<file path="src/rtl/dmem_pkg.sv">
// dmem_pkg: shared log entry type and pass-detect constants for dmem_responder
package dmem_pkg;
  typedef struct packed {
    logic [31:0] addr;
    logic [31:0] data;
  } log_entry_t;
  localparam logic [31:0] PASS_ADDR = 32'd108;
  localparam logic [31:0] PASS_DATA = 32'hABCDE7D5;
  localparam logic [31:0] DEFAULT_MMIO_BASE = 32'h0000_0400;
endpackage

</file>
<file path="src/rtl/store_log_fifo.sv">
// store_log_fifo: MMIO store log FIFO with valid/ready drain and overflow pulse
module store_log_fifo import dmem_pkg::*; #(
  parameter int FIFO_DEPTH = 4
) (
  input  logic       clk_i,
  input  logic       rst_ni,
  input  logic       push_i,
  input  log_entry_t data_i,
  input  logic       pop_i,
  output log_entry_t head_o,
  output logic       empty_o,
  output logic       overflow_o
);
  localparam int PW = $clog2(FIFO_DEPTH);
  localparam logic [PW:0] FULL_CNT = (PW+1)'(FIFO_DEPTH);
  log_entry_t mem_q [FIFO_DEPTH];
  logic [PW-1:0] wr_q, wr_d, rd_q, rd_d;
  logic [PW:0] cnt_q, cnt_d;
  logic full, do_push, do_pop;
  always_comb begin
    empty_o = cnt_q == '0;
    full = cnt_q == FULL_CNT;
    do_pop = pop_i && !empty_o;
    // a pop in the same cycle frees the slot, so a full FIFO still accepts
    do_push = push_i && (!full || do_pop);
    overflow_o = push_i && !do_push;
    wr_d = do_push ? wr_q + 1'b1 : wr_q;
    rd_d = do_pop ? rd_q + 1'b1 : rd_q;
    cnt_d = cnt_q + (PW+1)'(do_push) - (PW+1)'(do_pop);
    head_o = mem_q[rd_q];
  end
  always_ff @(posedge clk_i) if (do_push) mem_q[wr_q] <= data_i;
  always_ff @(posedge clk_i or negedge rst_ni)
    if (!rst_ni) begin
      wr_q <= '0;
      rd_q <= '0;
      cnt_q <= '0;
    end else begin
      wr_q <= wr_d;
      rd_q <= rd_d;
      cnt_q <= cnt_d;
    end
endmodule

</file>
<file path="src/rtl/dmem_responder.sv">
// dmem_responder: word RAM, MMIO store log and sticky status flags for the data port.
// Define DMEM_PASS_DETECT_EN to build the self-check store detector driving done.
module dmem_responder import dmem_pkg::*; #(
  parameter int          DEPTH_WORDS = 64,
  parameter logic [31:0] MMIO_BASE   = DEFAULT_MMIO_BASE,
  parameter int          FIFO_DEPTH  = 4
) (
  input  logic        clk,
  input  logic        rst,
  input  logic        mem_write,
  input  logic [31:0] address,
  input  logic [31:0] write_data,
  output logic [31:0] read_data,
  output logic        log_valid,
  input  logic        log_ready,
  output logic [31:0] log_addr,
  output logic [31:0] log_data,
  output logic        log_overflow,
  output logic        misaligned,
  output logic        done
);
  localparam int AW = $clog2(DEPTH_WORDS);
  logic [31:0] ram_q [DEPTH_WORDS];
  logic [AW-1:0] idx;
  logic is_mmio, aligned, ram_we, log_push, fifo_empty, fifo_ovf;
  logic ovf_q, ovf_d, mis_q, mis_d;
  log_entry_t head;
  always_comb begin
    idx = address[AW+1:2];
    is_mmio = address >= MMIO_BASE;
    aligned = address[1:0] == 2'b00;
    ram_we = mem_write && aligned && !is_mmio;
    log_push = mem_write && aligned && is_mmio;
    read_data = is_mmio ? '0 : ram_q[idx];
    ovf_d = ovf_q || fifo_ovf;
    mis_d = mis_q || (mem_write && !aligned);
    log_valid = !fifo_empty;
    log_addr = head.addr;
    log_data = head.data;
    log_overflow = ovf_q;
    misaligned = mis_q;
  end
  always_ff @(posedge clk) if (ram_we) ram_q[idx] <= write_data;
  always_ff @(posedge clk or negedge rst)
    if (!rst) begin
      ovf_q <= 1'b0;
      mis_q <= 1'b0;
    end else begin
      ovf_q <= ovf_d;
      mis_q <= mis_d;
    end
  store_log_fifo #(.FIFO_DEPTH(FIFO_DEPTH)) u_fifo (
    .clk_i      (clk),
    .rst_ni     (rst),
    .push_i     (log_push),
    .data_i     ('{addr: address, data: write_data}),
    .pop_i      (log_valid && log_ready),
    .head_o     (head),
    .empty_o    (fifo_empty),
    .overflow_o (fifo_ovf)
  );
`ifdef DMEM_PASS_DETECT_EN
  logic done_q, done_d;
  always_comb done_d = done_q || (mem_write && address == PASS_ADDR && write_data == PASS_DATA);
  always_ff @(posedge clk or negedge rst)
    if (!rst) done_q <= 1'b0;
    else done_q <= done_d;
  assign done = done_q;
`else
  assign done = 1'b0;
`endif
endmodule

</file>
<file path="config.mk">
export PLATFORM = sky130hd
export DESIGN_NAME = dmem_responder
export DESIGN_NICKNAME = d
export VERILOG_FILES = /design/src/rtl/dmem_pkg.sv /design/src/rtl/store_log_fifo.sv /design/src/rtl/dmem_responder.sv
export SDC_FILE = /design/constraint.sdc
export NUM_CORES = 2
export LEC_CHECK = 0
export ABC_AREA = 1
export CAP_MARGIN = 20
export CELL_PAD_IN_SITES_DETAIL_PLACEMENT = 0
export CELL_PAD_IN_SITES_GLOBAL_PLACEMENT = 1
export CORE_MARGIN = 2
export CORE_UTILIZATION = 28
export DETAILED_ROUTE_END_ITERATION = 8
export DONT_BUFFER_PORTS = 1
export HOLD_SLACK_MARGIN = 0.02
export PLACE_DENSITY = 0.55
export SYNTH_ARGS = -nofsm -noshare
export SYNTH_HDL_FRONTEND = slang
export SYNTH_HIERARCHICAL = 1
export SYNTH_SLANG_ARGS = --single-unit
</file>
<file path="constraint.sdc">
create_clock -name clk -period 6.7 [get_ports clk]
set_input_delay 1.34 -clock clk [delete_from_list [all_inputs] [get_ports clk]]
set_output_delay 1.34 -clock clk [all_outputs]
set_load 0.01 [all_outputs]
</file>
==> flow_summary.json <==
{
  "clock_skew_ns": 0.03382,
  "ant_nets": 0,
  "drive_above_1_share": 0.08021,
  "slew_viol_final": 0,
  "arrival_ns": 5.21,
  "cts-root-buf": "clkbuf_16",
  "mostFrequentLayoutCells": "nand2_1 (3659), edfxtp_1 (2304), inv_1 (1030)",
  "startpoint_type": "input port",
  "netlist_instances": 8923,
  "endpoint_kind": "output port",
  "holdWs_ns": 0.1468,
  "relSlewSlack": 0.1692,
  "die_h_um": 591.1,
  "die_area_mm2": 0.3494,
  "gr-usage-met1": 0.2340,
  "power_density_mw_per_mm2": 293.1,
  "synth.top_cell.area_share": 0.7168,
  "cts_buffer_depth": 4,
  "synth_warnings": 6,
  "port_buffers": 0,
  "vias": 62269,
  "multi_input_area_mm2": 0.02160,
  "p_leak_nw": 44.07,
  "drt-pass1-iter-count": 5,
  "grt_first_pass_wirelength_um": 435900,
  "drt-total-wl_um": 306200,
  "ios": 168,
  "viasPerCell": 4.511,
  "cts_sinks": 2313,
  "ys_seq_area_frac": 0.7192,
  "cts_made_buffers": 274,
  "ir_worst_vdd_mv": 0.2374,
  "drt_drc_violations_left": 0,
  "htree_levels": 5,
  "fmax_mhz": 152.6,
  "grt_use_met2": 0.2789,
  "nFillCells": 34556,
  "layout.nets": 9117,
  "cts_hold_buf": 0,
  "drv_cap": 0,
  "yosys.area.top_type": "edfxtp_1",
  "initial_utilization": 0.2814,
  "setup_viol": 0,
  "regArea_mm2": 0.06942,
  "grt_setup_unrepaired": "false",
  "avgSynthCellArea_um2": 10.82,
  "pre_cts_slack_ns": -0.3304,
  "gp_congestion": 0.7862,
  "synthTopCellsByArea": "edfxtp_1 (72%), nand2_1 (14%), inv_1 (4.0%)",
  "synth.cell_area_mm2": 0.09652,
  "post_drt_wl_per_cell_um": 22.18,
  "critPathKind": "in2out",
  "fin_ws_ns": 0.1481,
  "synth-seq-cells": 2313,
  "min_period_ns": 6.552,
  "final_common_cell": "nand2_1",
  "gr-total-overflow": 0,
  "row_count": 215,
  "grt_antenna_before_repair": 24,
  "grt_pass1_vias": 60034,
  "syn2layout_area_growth_pct": 15.51,
  "grt_usage": 0.1714,
  "grt_max_degree": 236,
  "synth_nets": 8998,
  "period_share": 0.9779,
  "status": "complete, no violations",
  "worst_pin_slew_ns": 1.246,
  "die_x_um": 591.1,
  "drtIter0Drc": 5645,
  "cts_tree": "built",
  "grt-busiest-layer": "met2",
  "insertion_delay_ns": 0.88,
  "cp.required_ns": 5.36,
  "path_max_fanout": 205,
  "use_met3": 0.02926,
  "core_mm2": 0.3430,
  "hpwl_um": 168200,
  "synth.distinct_cells": 30,
  "hold_path_class": "in2async",
  "clk_pin_slew_worst_paths_ns": 0.06,
  "hold_viol_final": 0
}
cell usage after synthesis, drive strengths merged:
master,instances
nor2,461
a21oi,63
nand4,115
clkinv,1
conb,1
buf,341
fa,1
inv,1042
xor2,1
o21bai,1
dfrtp,9
clkbuf,89
ha,6
o211ai,65
nand3,596
o21ai,150
nand2,3660
or2,7
nor3,10
edfxtp,2304
final cells by class:
| cell class | instances | area share |
|---|---|---|
| sequential | 2313 | 0.6227 |
| multi-input combinational | 5137 | 0.1938 |
| clock buffer | 341 | 0.06545 |
| tap | 4557 | 0.05114 |
| inverter | 1043 | 0.03547 |
| timing repair buffer | 273 | 0.02195 |
| clock inverter | 131 | 0.009371 |
| antenna | 8 | 0.0001796 |
path summary, 6_finish.rpt:
kind                                            start                    endpoint  slack (ns)  cells past startpoint
min in group clk                       write_data[19]     ram_q[34][19]$_DFFE_PP_        0.55                      0
max in group asynchronous                         rst  u_fifo/rd_q[1]$_DFFE_PN0N_        6.45                      0
max                                        address[2]                read_data[7]        0.15                     13
min                                               rst  u_fifo/rd_q[0]$_DFFE_PN0N_        0.15                      0
min reg2reg                u_fifo/wr_q[1]$_DFFE_PN0P_  u_fifo/wr_q[1]$_DFFE_PN0P_        0.56                      2
max reg2reg                 u_fifo/cnt_q[1]$_DFF_PN0_   u_fifo/cnt_q[2]$_DFF_PN0_        3.88                     13
cell families after synthesis:
logic type	after synthesis	share of synthesized area
AND/OR/NAND/NOR	4849	0.2005
other	1	0.00003885
adder cells (fa/ha/maj)	7	0.0009852
XOR/XNOR	1	0.00009076
AO/OA/AOI/OAI	279	0.01618
buffers and inverters	1473	0.06303
flip-flops	2313	0.7192
where the power goes:
part / total [mW] / switching [mW] / internal [mW]
Combinational: 2.41 / 1.80 / 0.604
Sequential: 16.1 / 0.102 / 16.0
Clock: 14.1 / 6.00 / 8.14
Total: 32.7 / 7.91 / 24.8
sequential cells by signal, indices dropped and copies added (netlist names):
register / count
u_fifo/wr_q: 2
u_fifo/rd_q: 2
misaligned: 1
u_fifo/cnt_q: 3
u_fifo/mem_q: 256
ram_q: 2048
log_overflow: 1
stage by stage:
stage          utilization  total power [mW]  setup TNS (ns)  std cells  cell area [um2]
2_1_floorplan            -             18.14               0       8923            96520
3_3_place_gp        0.3005             18.86          -1.506      13321           103100
3_5_place_dp        0.3005             18.89          -1.252      13321           103100
4_1_cts             0.3249             33.08               0      13794           111400
5_1_grt             0.3250             33.85               0      13796           111500
6_report            0.3250             32.67               0      13803           111500
routing by layer:
metal,wire length [um],share of wire
met1,138600,0.45
met2,140500,0.46
met3,18380,0.060
met4,8683,0.028
met5,7,0.000023
critical path, stage by stage:
cell and delay (ns):
buf_16 0.42, buf_16 0.78, buf_16 0.44, nor2_1 0.10
buf_4 0.20, buf_4 0.15, nand2_1 0.05, nand4_1 0.09
o21ai_0 0.47, buf_4 0.21, nand3_1 0.06, nor2_1 0.23
buf_4 0.18
what timing repair did:
action,in CTS,in global routing
pin swaps,0,0
setup buffers,0,0
setup endpoints to repair,11,7
gates resized for setup,0,0
cloned,1,1
Note: power is estimated with default switching activity, not from simulation.
